<file path="src/rtl/scan_chain_ctrl_pkg.sv">
// -----------------------------------------------------------------------------
// scan_ctrl_pkg
// Shared encodings for the scan chain sequencer.
//   sc_op_t      : host command opcodes carried on cmd_op
//   sc_state_t   : sequencer states (also exported on the state_dbg port)
//   SC_MISR_POLY : feedback polynomial of the optional scan-out signature
//   sc_misr_next : one step of the 16-bit scan-out signature register
// -----------------------------------------------------------------------------
package scan_ctrl_pkg;

  typedef enum logic [1:0] {
    SC_OP_NOP     = 2'd0,
    SC_OP_FREEZE  = 2'd1,
    SC_OP_SHIFT   = 2'd2,
    SC_OP_RELEASE = 2'd3
  } sc_op_t;

  typedef enum logic [1:0] {
    SC_ST_FUNC  = 2'd0,
    SC_ST_HOLD  = 2'd1,
    SC_ST_SHIFT = 2'd2
  } sc_state_t;

  localparam logic [15:0] SC_MISR_POLY = 16'h1021;

  // Shift left, fold the outgoing MSB back through the polynomial, then
  // XOR in the (zero-extended) beat that just left the chain.
  function automatic logic [15:0] sc_misr_next(input logic [15:0] sig,
                                               input logic [15:0] din);
    return {sig[14:0], 1'b0} ^ (sig[15] ? SC_MISR_POLY : 16'h0000) ^ din;
  endfunction

endpackage

</file>
<file path="src/rtl/scan_chain_ctrl_if.sv">
// -----------------------------------------------------------------------------
// scan_chain_ctrl_if
// Host-side streams of the scan chain sequencer.
//   cmd_* : command channel (cmd_op, cmd_len) host -> sequencer
//   si_*  : scan-in beats host -> sequencer
//   so_*  : scan-out beats sequencer -> host
// Modports: master = host / testbench side, slave = sequencer side.
//
// Handshake rule for all three channels: a transfer happens on a rising CLK
// edge where valid and ready are both high. The source holds valid and its
// payload stable until that edge; ready may depend combinationally on valid.
// -----------------------------------------------------------------------------
interface scan_chain_ctrl_if #(
  parameter int SCAN_WIDTH = 1,
  parameter int LEN_W      = 16
) ();

  logic                  cmd_valid;
  logic                  cmd_ready;
  logic [1:0]            cmd_op;
  logic [LEN_W-1:0]      cmd_len;

  logic                  si_valid;
  logic                  si_ready;
  logic [SCAN_WIDTH-1:0] si_data;

  logic                  so_valid;
  logic                  so_ready;
  logic [SCAN_WIDTH-1:0] so_data;

  modport master (
    output cmd_valid, cmd_op, cmd_len, si_valid, si_data, so_ready,
    input  cmd_ready, si_ready, so_valid, so_data
  );

  modport slave (
    input  cmd_valid, cmd_op, cmd_len, si_valid, si_data, so_ready,
    output cmd_ready, si_ready, so_valid, so_data
  );

endinterface

</file>
<file path="src/rtl/scan_chain_ctrl_out_buf.sv">
// -----------------------------------------------------------------------------
// scan_out_buf
// One-entry skid register holding the beat most recently shifted out of the
// chain until the host takes it.
//   CLK, RST_N   : clock, asynchronous active-low reset
//   push         : a beat leaves the chain this cycle
//   push_data    : that beat
//   pop_ready    : host accepts the buffered beat
//   out_valid    : buffer holds a beat
//   out_data     : the buffered beat
//   can_push     : buffer is empty or is being drained this cycle
// A push in the same cycle as a pop replaces the entry, so a continuous
// stream moves one beat per cycle with no bubble.
// -----------------------------------------------------------------------------
module scan_out_buf #(
  parameter int W = 1
) (
  input  logic         CLK,
  input  logic         RST_N,
  input  logic         push,
  input  logic [W-1:0] push_data,
  input  logic         pop_ready,
  output logic         out_valid,
  output logic [W-1:0] out_data,
  output logic         can_push
);

  assign can_push = !out_valid || pop_ready;

  always_ff @(posedge CLK or negedge RST_N) begin
    if (!RST_N) begin
      out_valid <= 1'b0;
      out_data  <= '0;
    end else if (push) begin
      out_valid <= 1'b1;
      out_data  <= push_data;
    end else if (pop_ready) begin
      out_valid <= 1'b0;
    end
  end

endmodule

</file>
<file path="src/rtl/scan_chain_ctrl.sv">
// -----------------------------------------------------------------------------
// scan_chain_ctrl
// Sequencer for a chain of scan cells. The host freezes the chain, shifts
// cmd_len beats through it (si stream in, so stream out) and releases it.
//   CLK, RST_N : clock, asynchronous active-low reset
//   bus        : cmd / si / so streams (scan_chain_ctrl_if.slave)
//   SCAN_IN    : to chain head, always equal to si_data
//   SCAN_OUT   : from chain tail
//   SCAN_MODE  : chain shift enable (high exactly on a firing beat)
//   SCAN_ANY   : chain held out of functional mode (state != FUNC)
//   busy       : a SHIFT command is in progress
//   done       : one-cycle pulse after the last beat of a SHIFT fires
//   state_dbg  : current sequencer state
//   sig        : 16-bit MISR over shifted-out beats, present only when
//                SCAN_CTRL_SIG_EN is defined (requires SCAN_WIDTH <= 16)
// -----------------------------------------------------------------------------
module scan_chain_ctrl
  import scan_ctrl_pkg::*;
#(
  parameter int SCAN_WIDTH = 1,
  parameter int LEN_W      = 16
) (
  input  logic                  CLK,
  input  logic                  RST_N,
  scan_chain_ctrl_if.slave      bus,
  output logic [SCAN_WIDTH-1:0] SCAN_IN,
  input  logic [SCAN_WIDTH-1:0] SCAN_OUT,
  output logic                  SCAN_MODE,
  output logic                  SCAN_ANY,
  output logic                  busy,
  output logic                  done,
  output sc_state_t             state_dbg
`ifdef SCAN_CTRL_SIG_EN
  ,
  output logic [15:0]           sig
`endif
);

  sc_state_t        state_q, state_d;
  logic [LEN_W-1:0] count_q, count_d;
  logic             done_d;
  logic             cmd_fire;
  logic             fire;
  logic             so_can_push;

  // A beat moves only when the host offers one and the scan-out slot can
  // take the tail value the shift edge is about to overwrite.
  assign fire     = (state_q == SC_ST_SHIFT) && bus.si_valid && so_can_push;
  assign cmd_fire = bus.cmd_valid && bus.cmd_ready;

  assign bus.cmd_ready = (state_q != SC_ST_SHIFT);
  assign bus.si_ready  = fire;
  assign SCAN_MODE     = fire;
  assign SCAN_ANY      = (state_q != SC_ST_FUNC);
  assign SCAN_IN       = bus.si_data;
  assign busy          = (state_q == SC_ST_SHIFT);
  assign state_dbg     = state_q;

  always_comb begin
    state_d = state_q;
    count_d = count_q;
    done_d  = 1'b0;
    // cmd_fire and fire are exclusive: commands are only taken outside SHIFT.
    if (cmd_fire) begin
      case (sc_op_t'(bus.cmd_op))
        SC_OP_FREEZE:  state_d = SC_ST_HOLD;
        SC_OP_RELEASE: state_d = SC_ST_FUNC;
        SC_OP_SHIFT: begin
          if (bus.cmd_len != '0) begin
            count_d = bus.cmd_len;
            state_d = SC_ST_SHIFT;
          end else begin
            state_d = SC_ST_HOLD;
            done_d  = 1'b1;
          end
        end
        default: ;
      endcase
    end
    if (fire) begin
      count_d = count_q - LEN_W'(1);
      if (count_q == LEN_W'(1)) begin
        state_d = SC_ST_HOLD;
        done_d  = 1'b1;
      end
    end
  end

  always_ff @(posedge CLK or negedge RST_N) begin
    if (!RST_N) begin
      state_q <= SC_ST_FUNC;
      count_q <= '0;
      done    <= 1'b0;
    end else begin
      state_q <= state_d;
      count_q <= count_d;
      done    <= done_d;
    end
  end

  scan_out_buf #(.W(SCAN_WIDTH)) u_so_buf (
    .CLK       (CLK),
    .RST_N     (RST_N),
    .push      (fire),
    .push_data (SCAN_OUT),
    .pop_ready (bus.so_ready),
    .out_valid (bus.so_valid),
    .out_data  (bus.so_data),
    .can_push  (so_can_push)
  );

`ifdef SCAN_CTRL_SIG_EN
  if (SCAN_WIDTH > 16) begin : g_sig_width_check
    $error("scan_chain_ctrl: SCAN_WIDTH must be <= 16 with SCAN_CTRL_SIG_EN");
  end

  // Signature restarts with every accepted SHIFT so it covers one pass only.
  always_ff @(posedge CLK or negedge RST_N) begin
    if (!RST_N) begin
      sig <= '0;
    end else if (cmd_fire && (bus.cmd_op == SC_OP_SHIFT)) begin
      sig <= '0;
    end else if (fire) begin
      sig <= sc_misr_next(sig, 16'(SCAN_OUT));
    end
  end
`endif

endmodule

</file>
<file path="src/flat_wrapper.sv">
// flat-port wrapper written by rule: the top's interface ports become plain ports
module scan_chain_ctrl_flat import scan_ctrl_pkg::*;
#(
  parameter int SCAN_WIDTH = 1,
  parameter int LEN_W      = 16
)
  (CLK, RST_N, SCAN_IN, SCAN_OUT, SCAN_MODE, SCAN_ANY, busy, done, state_dbg, bus_cmd_valid, bus_cmd_op, bus_cmd_len, bus_si_valid, bus_si_data, bus_so_ready, bus_cmd_ready, bus_si_ready, bus_so_valid, bus_so_data);
  scan_chain_ctrl_if #(.SCAN_WIDTH(SCAN_WIDTH), .LEN_W(LEN_W)) bus_i ();
  input  logic CLK;
  input  logic RST_N;
  output logic [SCAN_WIDTH-1:0] SCAN_IN;
  input  logic [SCAN_WIDTH-1:0] SCAN_OUT;
  output logic SCAN_MODE;
  output logic SCAN_ANY;
  output logic busy;
  output logic done;
  output sc_state_t state_dbg;
  input wire logic [$bits(bus_i.cmd_valid)-1:0] bus_cmd_valid;
  input wire logic [$bits(bus_i.cmd_op)-1:0] bus_cmd_op;
  input wire logic [$bits(bus_i.cmd_len)-1:0] bus_cmd_len;
  input wire logic [$bits(bus_i.si_valid)-1:0] bus_si_valid;
  input wire logic [$bits(bus_i.si_data)-1:0] bus_si_data;
  input wire logic [$bits(bus_i.so_ready)-1:0] bus_so_ready;
  output wire logic [$bits(bus_i.cmd_ready)-1:0] bus_cmd_ready;
  output wire logic [$bits(bus_i.si_ready)-1:0] bus_si_ready;
  output wire logic [$bits(bus_i.so_valid)-1:0] bus_so_valid;
  output wire logic [$bits(bus_i.so_data)-1:0] bus_so_data;
  assign bus_i.cmd_valid = bus_cmd_valid;
  assign bus_i.cmd_op = bus_cmd_op;
  assign bus_i.cmd_len = bus_cmd_len;
  assign bus_i.si_valid = bus_si_valid;
  assign bus_i.si_data = bus_si_data;
  assign bus_i.so_ready = bus_so_ready;
  assign bus_cmd_ready = bus_i.cmd_ready;
  assign bus_si_ready = bus_i.si_ready;
  assign bus_so_valid = bus_i.so_valid;
  assign bus_so_data = bus_i.so_data;
  scan_chain_ctrl #(.SCAN_WIDTH(SCAN_WIDTH), .LEN_W(LEN_W)) u_core (.CLK(CLK), .RST_N(RST_N), .bus(bus_i), .SCAN_IN(SCAN_IN), .SCAN_OUT(SCAN_OUT), .SCAN_MODE(SCAN_MODE), .SCAN_ANY(SCAN_ANY), .busy(busy), .done(done), .state_dbg(state_dbg));
endmodule
</file>
<file path="config.mk">
export PLATFORM = sky130hd
export DESIGN_NAME = scan_chain_ctrl_flat
export DESIGN_NICKNAME = d
export VERILOG_FILES = /design/src/rtl/scan_chain_ctrl_pkg.sv /design/src/rtl/scan_chain_ctrl_if.sv /design/src/rtl/scan_chain_ctrl_out_buf.sv /design/src/rtl/scan_chain_ctrl.sv /design/src/flat_wrapper.sv
export SDC_FILE = /design/constraint.sdc
export NUM_CORES = 1
export LEC_CHECK = 0
export ABC_AREA = 0
export BUFFER_PORTS_ARGS = -buffer_cell sky130_fd_sc_hd__buf_2
export CAP_MARGIN = 20
export CORE_MARGIN = 3
export CORE_UTILIZATION = 30
export CTS_BUF_LIST = sky130_fd_sc_hd__clkbuf_8
export DETAILED_ROUTE_END_ITERATION = 8
export GPL_TIMING_DRIVEN = 0
export SYNTH_ARGS = -nofsm -noshare
export SYNTH_HDL_FRONTEND = slang
export SYNTH_HIERARCHICAL = 1
export SYNTH_SLANG_ARGS = --single-unit
</file>
<file path="constraint.sdc">
create_clock -name CLK -period 2.3 [get_ports CLK]
set_clock_uncertainty 0.1 [all_clocks]
set_input_delay 0.115 -clock CLK [delete_from_list [all_inputs] [get_ports CLK]]
set_output_delay 0.115 -clock CLK [all_outputs]
set_load 0.1 [all_outputs]
</file>
# ---- Word level (Yosys, flattened, before mapping)
# Index checks and enable logic that the tools add are counted.
dict set report totals {
  out_inout_bits 11
  reg_bits 21
  word_cells 40
  input_bits 25
}
dict set report op_classes {
  reduce_logical 12
  add_sub_neg 1
  n_mux 16
  n_eq_ne 6
}
# op count
set op_table {}
lappend op_table {{two-way mux 16 bit} 4}
lappend op_table {{== test 16 x 1 -> 1 bit (second input constant)} 1}
lappend op_table {{nonzero test 16 bit} 1}
lappend op_table {{subtractor 16 x 1 -> 16 bit (second input constant)} 1}
lappend op_table {{nonzero test 2 bit} 5}
lappend op_table {{two-way mux 2 bit} 4}
lappend op_table {{two-way mux 1 bit} 7}
lappend op_table {{== test 2 bit (second input constant)} 3}
lappend op_table {{case mux 2 bit (3 select lines)} 1}
lappend op_table {{logical AND 1 bit} 3}
lappend op_table {{AND reduction 3 bit} 1}
lappend op_table {{== test 2 x 1 -> 1 bit (second input constant)} 1}
lappend op_table {{!= test 2 bit (second input constant)} 1}
lappend op_table {{logical NOT 1 bit} 1}
lappend op_table {{logical OR 1 bit} 1}

# ---- Longest topological paths before layout
# Gate-level depths: netlist (run 1).
dict set report logic_depth {
  word_depth 6
  mapped_depth 7
  depth_no_buf 7
}

# ---- Cells and area by module
# Netlist (run 1), hierarchy kept.
# module seq_area_each_um2 n_inst area_per_inst_um2 cells_each
set by_module_without_submodules {}
lappend by_module_without_submodules {scan_chain_ctrl 475.5 1 1126.1 130}
lappend by_module_without_submodules {scan_out_buf 50.0 1 80.1 5}

# ---- Worst setup path after synthesis (run 1)
# OpenSTA, ideal clock, no wires.
dict set report synth_path {
  path_kind {flip-flop to output port}
  from {register u_core.state_q[1] (netlist: u_core/state_dbg[1])}
  to {output bus_cmd_ready}
  slack_ns -1.423
  stages_incl_launch_ff 3
  path_buffers 0
  required_ns 2.085
  arrival_time_ns 3.508
  cell_sequence {dfrtp_1 nor2b_1 inv_1}
}
dict set report synth_between {
  elab_chain_len 1
}
# element line_no
set synth_rtl {}
lappend synth_rtl {{start: declaration} scan_chain_ctrl.sv:39} ;# sc_state_t state_q, state_d;
lappend synth_rtl {{start signal: assignment} scan_chain_ctrl.sv:95} ;# state_q <= state_d;
lappend synth_rtl {{!= test 2 bit} scan_chain_ctrl.sv:51} ;# assign bus.cmd_ready = (state_q != SC_ST_SHIFT);
lappend synth_rtl {{end: declaration} flat_wrapper.sv:24} ;# output wire logic [$bits(bus_i.cmd_ready)-1:0] bus_cmd_ready;
# No other way between the ends.

# ---- Worst setup path after layout (run 1)
dict set report layout_path {
  from {register u_core.state_q[0] (netlist: u_core/state_dbg[0])}
  to {register u_core.count_q[5]}
}
dict set report layout_between {
  elab_chain_len 5
  elab_cells_between_ends 10
  cone_classes {eq/ne (2); mux (1); reduce/logical (7)}
}
# element line_no
set layout_rtl {}
lappend layout_rtl {{== test 2 bit} scan_chain_ctrl.sv:48} ;# assign fire = (state_q == SC_ST_SHIFT) && bus.si_valid && so_can_push;
lappend layout_rtl {{logical AND 1 bit (2 in a row)} scan_chain_ctrl.sv:48}
lappend layout_rtl {{nonzero test 2 bit (no line)} -}
lappend layout_rtl {{AND reduction 3 bit (no line)} -}
lappend layout_rtl {{end signal: assignment} scan_chain_ctrl.sv:96} ;# count_q <= count_d;
lappend layout_rtl {{end: declaration} scan_chain_ctrl.sv:40} ;# logic [LEN_W-1:0] count_q, count_d;
# Several ways; a longest one is shown, not always the timed one.
# A chain may end at the register's enable or synchronous reset.

==> impl_table.tex, run 1 <==
\begin{tabular}{lr}
\hline
Metric & Value \\
\hline
\multicolumn{2}{l}{\textbf{Clock network}} \\
\quad CTS buffer count & 3 \\
\quad Clock slew at the register clock pins of the worst setup and hold paths & roughly 0.080 ns \\
\quad Source-to-sink clock delay at the later pin of the worst-skew pair & 0.26 ns \\
\quad Clk sink count & 21 \\
\quad H-tree Lvls & 1 \\
\quad TritonCTS clock tree & built \\
\quad Root Buffer Master & clkbuf\_8 \\
\quad Bufs on Longest Clock Path & 2 \\
\multicolumn{2}{l}{\textbf{Logic synthesis}} \\
\quad Ys async rst share & 100\% \\
\quad Sequential area share after synthesis & 43.6\% \\
\quad Synthesis Warnings & 6 \\
\quad Post-synthesis average cell area & 8.93 sq um \\
\quad \#FFs+latches synth & 21 \\
\quad Net count after synthesis & 162 \\
\quad Synth cell count leaders & dfrtp\_1 (21), nand2\_1 (19), nor2\_1 (11), nand3\_1 (9), o21ai\_0 (7) \\
\quad Share of the synthesized area in the top cell type & 43.6\% \\
\quad Number of synthesized flops with an enable pin & 0 \\
\quad Count of different cell masters after synthesis & 39 \\
\quad Ranking of synthesized cells by area & dfrtp\_1 (44\%), nand2\_1 (5.9\%), nand3\_1 (3.7\%), nor2\_1 (3.4\%), nor4\_1 (3.1\%) \\
\quad Most common cell in the synthesized netlist & dfrtp\_1 \\
\quad Gate count of the mapped netlist & 135 \\
\quad Post-synthesis cell area & 1210 sq um \\
\quad Top cell type by total area after synthesis & dfrtp\_1 \\
\quad Primary flip-flop cell chosen by synthesis mapping & dfrtp\_1 \\
\multicolumn{2}{l}{\textbf{STA}} \\
\quad Final total negative setup slack & 0 ns \\
\quad Endpoints failing setup & 0 \\
\quad Rel. slew slack & between 60\% and 70\% \\
\quad Achievable Freq & 474 MHz \\
\quad Post-layout minimum cycle time & $\sim$2.1 ns \\
\quad Part of the cycle the worst path needs & between 90 and 100\% \\
\quad Least-Margin Pin Slew & 0.543 ns \\
\quad RSZ-0062 raised after global routing & no \\
\quad Minimum setup slack in the final design & 0.190 ns \\
\quad Number of hold violations in the final report & 0 \\
\quad Number of pins with negative max-slew slack in the final report & 0 \\
\multicolumn{2}{l}{\textbf{Routing}} \\
\quad Detail-routed net length per standard cell & roughly 14 um \\
\quad Post-DRT Antenna Nets & 0 \\
\quad Routed via count & 1240 \\
\quad 1st-pass router iterations & 4 \\
\quad First-iteration detailed-routing DRC count & 89 \\
\quad Remaining routing DRC violations & 0 \\
\quad Final WL & between 3 and 4 mm \\
\quad Average via count per standard cell & 5.30 \\
\multicolumn{2}{l}{\textbf{Layout}} \\
\quad Fraction of layout cells with a size suffix above 1 & 32.3\% \\
\quad Number of antenna repair diodes & 0 \\
\quad Signed area change from the synthesized netlist to the final layout & 38.2\% \\
\quad Final net count & 214 \\
\multicolumn{2}{l}{\textbf{Pwr}} \\
\quad Power per cell area & 1260 nW/um\^{}2 \\
\quad Cell leakage power & 0.000743 uW \\
\quad Power consumption & 2090 uW \\
\quad Peak supply drop & approximately 0.44 mV \\
\multicolumn{2}{l}{\textbf{Flow run}} \\
\quad Total of max-cap violations & 0 \\
\multicolumn{2}{l}{\textbf{Floorplan}} \\
\quad Die boundary width & 69.4 um \\
\quad Placement row count & 22 \\
\quad Number of I/O pins & 36 \\
\quad Core outline area & 3770 sq um \\
\quad Die extent in y & 69.4 um \\
\quad Floorplan die area & 4820 sq um \\
\quad Initial core utilization & 32.0\% \\
\multicolumn{2}{l}{\textbf{Critical path}} \\
\quad Critical path required time & 2.36 ns \\
\quad Type of the setup path with the least slack & reg -> reg \\
\quad Max FO, Critical Path & 10 \\
\quad Critical path launch point type & flop \\
\quad Nature of the critical path endpoint & flop \\
\quad WP data arrival & 2.17 ns \\
\multicolumn{2}{l}{\textbf{Placed design}} \\
\quad Post-detail-place hpwl & 2.45 mm \\
\quad Worst Setup Slack post-DPL & 0.0698 ns \\
\quad Placer congestion estimate & 0.860 \\
\quad Number of buffer cells added on primary ports & 34 \\
\multicolumn{2}{l}{\textbf{Min path}} \\
\quad Classification of the worst-slack hold path & in -> reg \\
\multicolumn{2}{l}{\textbf{GRT}} \\
\quad Maximum number of pins on one net before global-route repair & 22 \\
\quad Antenna violations before repair & 0 \\
\quad Vias in the first global route & 1194 \\
\quad Global-route wire length before repair & 5.49 mm \\
\quad GR Overflow Total & 0 \\
\quad Global routing usage summed across all routing layers & 14.0\% \\
\multicolumn{2}{l}{\textbf{Outcome}} \\
\quad Run status & completed \\
\hline
\end{tabular}
[layer usage]
metal	wire (um)	GRT usage [%]	vias up
met5	0	0	-
met4	40	4.34	0
met3	144	3.33	4
met2	1580	23.0	33
met1	1540	18.1	603
li1	-	-	600
[per-stage QoR]
stage	instance area (sq um)	utilization (%)	hold slack, ns	cells
floorplan	1250	-	-0.281	135
global placement	1490	39.4	0.00269	217
detailed placement	1490	39.4	0.00592	217
CTS	1650	43.8	0.00236	233
global route	1670	44.2	0.0171	234
finish	1670	44.2	0.00337	234
[report_power, final]
group	internal (uW)	total [uW]	switching (uW)
sequential	546	731	185
combinational	301	1120	816
clock	121	247	126
total	968	2090	1130
[final cells by class]
cell class / count / area [sq um]
Clock buffer: 3 / 41.3
Inverter: 6 / 26.3
Multi-Input combinational cell: 102 / 668
Fill cell: 366 / 2100
Sequential cell: 21 / 537
Buffer: 6 / 31.3
Timing Repair Buffer: 47 / 298
Clock inverter: 1 / 5.00
Tap cell: 48 / 60.1
[cell usage in the layout (no fill, tap or decap), types with 2 or more instances in the layout]
cell and n:
o21ai_0 7, nor2_1 11, ha_1 2, nand4_1 2
clkbuf_1 2, a221o_1 2, nor3_1 4, buf_4 3
buf_2 34, a31oi_1 3, clkbuf_8 3, a21oi_1 5
nor4_1 5, dfrtp_4 3, nand2b_1 2, o211ai_1 5
dfrtp_1 18, dlygate4sd3_1 12, nand2_1 19, inv_1 5
nand3_1 9
[state kept, by name, indices dropped and copies added (netlist names)]
signal,cells
u_core/count_q,16
u_core/state_dbg,2
u_core/done,1
u_core/u_so_buf/out_data,1
u_core/u_so_buf/out_valid,1
[timing repair]
item                       4_1_cts  5_1_grt
hold buffers                    12        0
resized for setup                0        3
buffers inserted                 0        1
setup endpoints to repair        0       11
hold endpoints to repair        32        0
[worst max-delay path, cell delays in order (launching register included)]
cell,delay [ns]
dfrtp_4,0.51
nand4b_1,0.32
buf_1,0.34
o41ai_1,0.40
nor2_1,0.07
a221o_1,0.25
[final timing paths]
| path | depth (start not counted) | endpoint | startpoint | slack (ns) |
|---|---|---|---|---|
| min reg2reg | 1 | u_core/u_so_buf/out_data$_DFFE_PN0P_ | u_core/u_so_buf/out_data$_DFFE_PN0P_ | 0.42 |
| min in group asynchronous | 2 | u_core/count_q[8]$_DFFE_PN0P_ | RST_N | 0.23 |
| max | 5 | u_core/count_q[5]$_DFFE_PN0P_ | u_core/state_dbg[0]$_DFF_PN0_ | 0.19 |
| max reg2reg | 5 | u_core/count_q[5]$_DFFE_PN0P_ | u_core/state_dbg[0]$_DFF_PN0_ | 0.19 |
| min | 3 | u_core/count_q[9]$_DFFE_PN0P_ | bus_cmd_len[9] | 0.003 |
| max in group asynchronous | 2 | u_core/state_dbg[1]$_DFF_PN0_ | RST_N | 1.51 |
[logic make-up (layout without fill, tap and decap cells)]
group,Yosys count,in the layout,synth area share [%]
and+or+nand+nor,67,67,30.0
muxes,1,1,1.24
DFF,21,21,43.6
adders and majority gates,2,2,2.07
buffers and inverters,12,63,4.36
AOI/OAI and AO/OA,31,31,18.1
xor gates and xnor gates,1,1,0.726
Note: power is estimated with default switching activity, not from simulation.
==> run 2, diff against run 1 <==
- ABC_AREA: 0 -> 1
==> impl_table.tex, run 2 <==
\begin{tabular}{lr}
\hline
Metric & Value \\
\hline
\multicolumn{2}{l}{\textbf{Floorplan}} \\
\quad Placement row count & 26 (+18\%) \\
\quad Initial core utilization & 31.5\% (-0.49 points) \\
\quad Die boundary width & 79.7 um (+15\%) \\
\quad Number of I/O pins & 36 (unchanged) \\
\quad Core outline area & 5170 sq um (+37\%) \\
\quad Floorplan die area & 6350 sq um (+32\%) \\
\quad Die extent in y & 79.7 um (+15\%) \\
\multicolumn{2}{l}{\textbf{Logic synthesis}} \\
\quad Net count after synthesis & 258 (+59\%) \\
\quad Area share of fa/ha/maj cells after synthesis & 1.54\% (-0.54 points) \\
\quad Sequential area share after synthesis & 32.3\% (-11 points) \\
\quad Synthesis Warnings & 6 (unchanged) \\
\quad Simple-gate area share of the yosys netlist & 51.2\% (+21 points) \\
\quad Post-synthesis average cell area & 7.05 sq um (-21\%) \\
\quad Top cell type by total area after synthesis & dfrtp\_1 \\
\quad Synth cell count leaders & nand2\_1 (74), nor2\_1 (33), nand3\_1 (25), inv\_1 (22), dfrtp\_1 (21) \\
\quad Primary flip-flop cell chosen by synthesis mapping & dfrtp\_1 \\
\quad Count of different cell masters after synthesis & 28 (-28\%) \\
\quad Ranking of synthesized cells by area & dfrtp\_1 (32\%), nand2\_1 (17\%), nand3\_1 (7.7\%), nor2\_1 (7.6\%), nand3\_2 (6.1\%) \\
\quad Number of synthesized flops with an enable pin & 0 (unchanged) \\
\quad Gate count of the mapped netlist & 231 (+71\%) \\
\quad Largest family of logic cells by synthesized area & simple AND/OR/NAND/NOR gates \\
\quad Multiplexer share of the synthesized area & 0\% (-1.2 points) \\
\quad Most common cell in the synthesized netlist & nand2\_1 \\
\quad Ys async rst share & 100\% (unchanged) \\
\quad Post-synthesis cell area & 1630 sq um (+35\%) \\
\quad Area fraction in compound gates after synthesis & 4.53\% (-14 points) \\
\quad \#FFs+latches synth & 21 (unchanged) \\
\quad Share of the synthesized area in the top cell type & 32.3\% (-11 points) \\
\quad XOR/XNOR share of the synthesized area & 1.08\% (+0.35 points) \\
\multicolumn{2}{l}{\textbf{Critical path}} \\
\quad Critical path launch point type & input pin \\
\quad Bufs and invs on worst path & 6 (+5) \\
\quad WP data arrival & 1.94 ns (-0.23 ns) \\
\quad Type of the setup path with the least slack & in -> out \\
\quad Max FO, Critical Path & 13 (+3) \\
\quad Slowest cell delay on critical path & 0.52 ns (about the same) \\
\quad Critical path required time & 2.09 ns (-0.27 ns) \\
\quad Cell type of the slowest stage on the worst timing path & dlygate4sd3\_1 \\
\quad Family of cells with the greatest summed delay on the critical path & buffers and inverters \\
\quad Cell Chain, Critical Path & dlygate4sd3\_1, buf\_2, inv\_1, nand2\_2, nand2\_1, nor2\_8, buf\_4, buf\_4, buf\_2 \\
\quad Nature of the critical path endpoint & output port \\
\multicolumn{2}{l}{\textbf{Clock network}} \\
\quad TritonCTS clock tree & built \\
\quad Hold-fix buffers at CTS & 9 (-3) \\
\quad CTS buffer count & 3 (unchanged) \\
\quad Clock slew at the register clock pins of the worst setup and hold paths & 0.08 ns (about the same) \\
\quad Post-CTS setup buffer count & 0 (unchanged) \\
\quad Total of cells resized after clock tree synthesis & 0 (unchanged) \\
\quad Bufs on Longest Clock Path & 2 (unchanged) \\
\quad Source-to-sink clock delay at the later pin of the worst-skew pair & 0.26 ns (about the same) \\
\quad H-tree Lvls & 1 (unchanged) \\
\quad Clk sink count & 21 (unchanged) \\
\quad Root Buffer Master & clkbuf\_8 \\
\multicolumn{2}{l}{\textbf{STA}} \\
\quad Achievable Freq & 463 MHz (-2.3\%) \\
\quad Final total negative setup slack & 0 ns (unchanged) \\
\quad Rel. slew slack & 65.9\% (+2.1 points) \\
\quad Number of pins with negative max-slew slack in the final report & 0 (unchanged) \\
\quad Part of the cycle the worst path needs & 93.9\% (+2.1 points) \\
\quad Least-Margin Pin Slew & 0.512 ns (-0.0318 ns) \\
\quad Post-layout minimum cycle time & 2.16 ns (+0.0492 ns) \\
\quad Endpoints failing setup & 0 (unchanged) \\
\quad Number of hold violations in the final report & 0 (unchanged) \\
\quad RSZ-0062 raised after global routing & no \\
\multicolumn{2}{l}{\textbf{Pwr}} \\
\quad Internal Power & 912 uW (-5.8\%) \\
\quad Switching Fraction & 51.0\% (-2.8 points) \\
\quad Power dissipated by switching net loads & 947 uW (-16\%) \\
\quad Power per cell area & 918 nW/um\^{}2 (-27\%) \\
\quad Share of total power in the clock network & 13.3\% (+1.5 points) \\
\quad Peak supply drop & 0.353 mV (-20\%) \\
\quad Sequential power share & 35.6\% (+0.7 points) \\
\quad Power consumption & 1860 uW (-11\%) \\
\quad Cell leakage power & 0.00108 uW (+45\%) \\
\quad Comb pwr share & 51.1\% (-2.2 points) \\
\multicolumn{2}{l}{\textbf{Layout}} \\
\quad Number of antenna repair diodes & 0 (unchanged) \\
\quad Fill cell instance count of the final layout & 552 (+51\%) \\
\quad Most common cell after layout, fill and taps aside & nand2\_1 \\
\quad Signed area change from the synthesized netlist to the final layout & 24.3\% \\
\quad Largest Register & u\_core/count\_q \\
\quad Final net count & 306 (+43\%) \\
\quad Core Util, Final & 39.1\% (-5.1 points) \\
\quad Number of flip-flops under the largest register name & 16 (unchanged) \\
\quad Most frequent cells in the layout & nand2\_1 (74), buf\_2 (34), nor2\_1 (33) \\
\quad Fraction of layout cells with a size suffix above 1 & 27.0\% (-5.3 points) \\
\multicolumn{2}{l}{\textbf{Min path}} \\
\quad Classification of the worst-slack hold path & in -> reg \\
\multicolumn{2}{l}{\textbf{Routing}} \\
\quad Final WL & 3.97 mm (+20\%) \\
\quad Routed via count & 1571 (+27\%) \\
\quad 1st-pass router iterations & 4 (unchanged) \\
\quad First-iteration detailed-routing DRC count & 67 (-25\%) \\
\quad Detail-routed net length per standard cell & 11.4 um (-19\%) \\
\quad Average via count per standard cell & 4.51 (-15\%) \\
\quad Remaining routing DRC violations & 0 (unchanged) \\
\quad Post-DRT Antenna Nets & 0 (unchanged) \\
\multicolumn{2}{l}{\textbf{GRT}} \\
\quad Antenna violations before repair & 0 (unchanged) \\
\quad GR Overflow Total & 0 (unchanged) \\
\quad Vias in the first global route & 1404 (+18\%) \\
\quad Maximum number of pins on one net before global-route repair & 22 (unchanged) \\
\quad Global routing usage summed across all routing layers & 13.0\% (-0.97 points) \\
\quad Global-route wire length before repair & 6.59 mm (+20\%) \\
\multicolumn{2}{l}{\textbf{Placed design}} \\
\quad Number of buffer cells added on primary ports & 34 (unchanged) \\
\quad Placer congestion estimate & 0.852 (-0.93\%) \\
\quad Post-detail-place hpwl & 3.10 mm (+27\%) \\
\multicolumn{2}{l}{\textbf{Flow run}} \\
\quad Total of max-cap violations & 0 (unchanged) \\
\multicolumn{2}{l}{\textbf{Outcome}} \\
\quad Run status & completed \\
\hline
\end{tabular}
run 2: cell types whose count changed after synthesis, sizes merged, moves of 3 or more:
cell    delta
nand2     +63
nor2      +31
nand3     +26
inv       +19
nor4       -7
nor3       -5
o211ai     -5
nand2b     -4
a21oi      -3
clkbuf     -3
run 2: cell families after synthesis:
logic type,Yosys count
buffers and inverters,30
flip-flops,21
AO/OA/AOI/OAI,14
XOR/XNOR,2
AND/OR/NAND/NOR,162
adder cells (fa/ha/maj),2
run 2: per-layer routing:
metal / routed length (um) / global-route usage, % / vias to the layer above
li1: - / - / 820
met1: 1980 / 18.4 / 704
met2: 1710 / 19.7 / 41
met3: 223 / 3.27 / 6
met4: 55 / 3.26 / 0
met5: 0 / 0 / -
run 2: layout make-up:
class	instances	area [sq um]	area share, %
well taps	70	87.6	4.33
inverters	25	98.8	4.88
plain buffers	5	53.8	2.66
clock buffers	3	41.3	2.04
clock inverters	1	3.75	0.185
repair buffers	43	260	12.9
multi-input cells	180	951	47.0
flip-flops and latches	21	528	26.1
run 2: path summary, 6_finish.rpt:
path	startpoint	to	slack, ns	depth (start not counted)
worst max-delay path	bus_so_ready	bus_si_ready	0.14	9
worst min-delay path	bus_cmd_len[7]	u_core/count_q[7]$_DFFE_PN0P_	0.002	3
worst max register to register	u_core/count_q[0]$_DFFE_PN0P_	u_core/count_q[4]$_DFFE_PN0P_	0.63	9
worst min register to register	u_core/u_so_buf/out_data$_DFFE_PN0P_	u_core/u_so_buf/out_data$_DFFE_PN0P_	0.38	2
max in group asynchronous	RST_N	u_core/state_dbg[0]$_DFF_PN0_	1.48	2
min in group asynchronous	RST_N	u_core/count_q[13]$_DFFE_PN0P_	0.25	2
run 2: per-stage QoR:
step / cells / area [sq um] / hold WS [ns] / setup WS [ns]
floorplan: 231 / 1630 / -0.281 / 0.0737
global placement: 335 / 1890 / 0.0205 / 0.494
detailed placement: 335 / 1890 / 0.0173 / 0.504
CTS: 348 / 2020 / 0.000326 / 0.119
global route: 348 / 2020 / 0.0110 / 0.0431
finish: 348 / 2020 / 0.00202 / 0.141
run 2: power by group through the flow:
| stage | Combinational (uW) | Clock, uW | Sequential (uW) |
|---|---|---|---|
| after floorplan | 642 | 0 | 762 |
| after global placement | 931 | 0 | 662 |
| after detailed placement | 939 | 0 | 667 |
| after CTS | 954 | 257 | 661 |
| after global routing | 1050 | 268 | 683 |
| final | 950 | 247 | 662 |
run 2: tightest hold or removal path: cells and delay by family:
| family | cells | cell delay [ns] |
|---|---|---|
| and+or+nand+nor | 2 | 0.12 |
| buffers and inverters | 1 | 0.09 |
==> run 3, diff against run 2 <==
- GPL_TIMING_DRIVEN: 0 -> unset
==> impl_table.tex, run 3 (synthesized netlist as in run 2, its figures left out) <==
\begin{tabular}{lr}
\hline
Metric & Value \\
\hline
\multicolumn{2}{l}{\textbf{STA}} \\
\quad Part of the cycle the worst path needs & 85.3\% (-8.6 points) \\
\quad Endpoints failing setup & 0 (unchanged) \\
\quad Number of pins with negative max-slew slack in the final report & 0 (unchanged) \\
\quad Achievable Freq & 510 MHz (+10\%) \\
\quad Rel. slew slack & 65.9\% (about the same) \\
\quad Final total negative setup slack & 0 ns (unchanged) \\
\quad Least-Margin Pin Slew & 0.511 ns (-0.000804 ns) \\
\quad Post-layout minimum cycle time & 1.96 ns (-0.198 ns) \\
\quad Number of hold violations in the final report & 0 (unchanged) \\
\quad RSZ-0062 raised after global routing & no \\
\multicolumn{2}{l}{\textbf{Routing}} \\
\quad 1st-pass router iterations & 4 (unchanged) \\
\quad Detail-routed net length per standard cell & 11.4 um (-0.41\%) \\
\quad Remaining routing DRC violations & 0 (unchanged) \\
\quad First-iteration detailed-routing DRC count & 86 (+28\%) \\
\quad Final WL & 3.90 mm (-1.8\%) \\
\quad Routed via count & 1515 (-3.6\%) \\
\quad Post-DRT Antenna Nets & 0 (unchanged) \\
\quad Average via count per standard cell & 4.42 (-2.2\%) \\
\multicolumn{2}{l}{\textbf{Clock network}} \\
\quad TritonCTS clock tree & built \\
\quad H-tree Lvls & 1 (unchanged) \\
\quad Root Buffer Master & clkbuf\_8 \\
\quad Source-to-sink clock delay at the later pin of the worst-skew pair & 0.27 ns (about the same) \\
\quad Total of cells resized after clock tree synthesis & 0 (unchanged) \\
\quad Clock slew at the register clock pins of the worst setup and hold paths & 0.08 ns (about the same) \\
\quad Clk sink count & 21 (unchanged) \\
\quad CTS buffer count & 3 (unchanged) \\
\quad Bufs on Longest Clock Path & 2 (unchanged) \\
\multicolumn{2}{l}{\textbf{Layout}} \\
\quad Signed area change from the synthesized netlist to the final layout & 21.4\% \\
\quad Fraction of layout cells with a size suffix above 1 & 25.6\% (-1.3 points) \\
\quad Number of antenna repair diodes & 0 (unchanged) \\
\quad Area of combinational cells with multiple inputs & 951 sq um (unchanged) \\
\quad Final net count & 301 (-1.6\%) \\
\quad Largest Register & u\_core/count\_q \\
\quad Most frequent cells in the layout & nand2\_1 (74), buf\_2 (33), nor2\_1 (33) \\
\quad Fill cell instance count of the final layout & 556 (+0.72\%) \\
\quad Number of flip-flops under the largest register name & 16 (unchanged) \\
\quad Seq. cell area & 528 sq um (unchanged) \\
\quad Final cell count without fillers & 343 (-1.4\%) \\
\quad Most common cell after layout, fill and taps aside & nand2\_1 \\
\quad Core Util, Final & 38.2\% (-0.92 points) \\
\multicolumn{2}{l}{\textbf{Floorplan}} \\
\quad Number of I/O pins & 36 (unchanged) \\
\quad Placement row count & 26 (unchanged) \\
\quad Core outline area & 5170 sq um (unchanged) \\
\quad Floorplan die area & 6350 sq um (unchanged) \\
\quad Die boundary width & 79.7 um (unchanged) \\
\quad Initial core utilization & 31.5\% (unchanged) \\
\quad Die extent in y & 79.7 um (unchanged) \\
\multicolumn{2}{l}{\textbf{Critical path}} \\
\quad Critical path required time & 2.09 ns (about the same) \\
\quad FF-to-FF path depth & 7 (-2) \\
\quad Capture instance of the worst register-to-register path & u\_core/state\_dbg[1]\$\_DFF\_PN0\_ \\
\quad WP data arrival & 1.75 ns (-0.19 ns) \\
\quad Type of the setup path with the least slack & in -> out \\
\quad Critical path launch point type & input pin \\
\quad R2R Path Start & u\_core/u\_so\_buf/out\_valid\$\_DFFE\_PN0P\_ \\
\quad Max FO, Critical Path & 22 (+9) \\
\quad Nature of the critical path endpoint & output port \\
\quad Setup slack of the most critical reg-to-reg path & 0.63 ns (about the same) \\
\multicolumn{2}{l}{\textbf{GRT}} \\
\quad GR Overflow Total & 0 (unchanged) \\
\quad Vias in the first global route & 1427 (+1.6\%) \\
\quad Global routing usage summed across all routing layers & 13.1\% (+0.14 points) \\
\quad Global-route wire length before repair & 6.60 mm (+0.11\%) \\
\quad Maximum number of pins on one net before global-route repair & 23 (+4.5\%) \\
\quad Antenna violations before repair & 0 (unchanged) \\
\multicolumn{2}{l}{\textbf{Min path}} \\
\quad Classification of the worst-slack hold path & in -> reg \\
\quad Hold path start & bus\_cmd\_len[11] \\
\quad Hold-critical path endpoint & u\_core/count\_q[11]\$\_DFFE\_PN0P\_ \\
\quad Count of cells along the worst hold path & 3 (unchanged) \\
\multicolumn{2}{l}{\textbf{Placed design}} \\
\quad Post-detail-place hpwl & 3.00 mm (-3.1\%) \\
\quad Number of buffer cells added on primary ports & 33 (-2.9\%) \\
\quad Total placed cells including tap cells & 329 (-1.8\%) \\
\quad Placer congestion estimate & 0.867 (+1.8\%) \\
\multicolumn{2}{l}{\textbf{Pwr}} \\
\quad Cell leakage power & 0.00104 uW (-3.1\%) \\
\quad Peak supply drop & 0.368 mV (+4.3\%) \\
\quad Power per cell area & 933 nW/um\^{}2 (+1.6\%) \\
\multicolumn{2}{l}{\textbf{Flow run}} \\
\quad Total of max-cap violations & 0 (unchanged) \\
\multicolumn{2}{l}{\textbf{Outcome}} \\
\quad Run status & completed \\
\hline
\end{tabular}
[run 3: area by class of cell]
| type | count | share of cell area, % |
|---|---|---|
| Sequential cell | 21 | 26.7 |
| Multi-Input combinational cell | 180 | 48.1 |
| Clock buffer | 3 | 2.09 |
| Clock inverter | 1 | 0.253 |
| Inverter | 25 | 5.00 |
| Timing Repair Buffer | 43 | 13.4 |
| Tap cell | 70 | 4.43 |
[run 3: what timing repair did]
item                      CTS  global route
hold buffers               10             0
hold endpoints to repair   30             0
setup buffers               0             0
[run 3: routing by layer]
| layer | up-vias | part of all wire, % | track usage [%] |
|---|---|---|---|
| met3 | 5 | 3.4 | 1.69 |
| met5 | - | 0 | 0 |
| met1 | 671 | 48 | 17.4 |
| met2 | 30 | 47 | 21.8 |
| met4 | 0 | 1.3 | 4.64 |
| li1 | 809 | - | - |
[run 3: worst max-delay path: stages]
cell and delay [ns]:
dlygate4sd3_1 0.52, buf_2 0.09, inv_1 0.04, nand2_2 0.05, nand2_1 0.12, nor2_8 0.31, buf_2 0.49
[run 3: metrics by stage]
step	total power (uW)	worst slack, ns	cell area [sq um]	hold slack, ns
final	1840	0.339	1980	0.00905
after global routing	2000	0.254	1980	0.0329
after CTS	1860	0.322	1980	0.00475
after detailed placement	1590	0.636	1830	0.0268
after global placement	1580	0.678	1830	0.0242
after floorplan	1400	0.0737	1630	-0.281
[run 3: how the worst max path moves through the flow]
stage                                                     start                       endpoint  slack, ns  cells after the start
after global placement    u_core/u_so_buf/out_valid$_DFFE_PN0P_  u_core/state_dbg[1]$_DFF_PN0_       0.68                      7
after CTS                                          bus_so_ready                   bus_si_ready       0.32                      7
after global routing                               bus_so_ready                   bus_si_ready       0.25                      7
final                                              bus_so_ready                   bus_si_ready       0.34                      7
after detailed placement  u_core/u_so_buf/out_valid$_DFFE_PN0P_  u_core/state_dbg[1]$_DFF_PN0_       0.64                      7
after floorplan                   u_core/state_dbg[1]$_DFF_PN0_                   bus_si_ready       0.07                      4
[run 3: power by group]
part           switching, uW  internal [uW]  total, uW
sequential               156            505        661
combinational            656            276        932
clock                    131            121        252
total                    943            902       1840
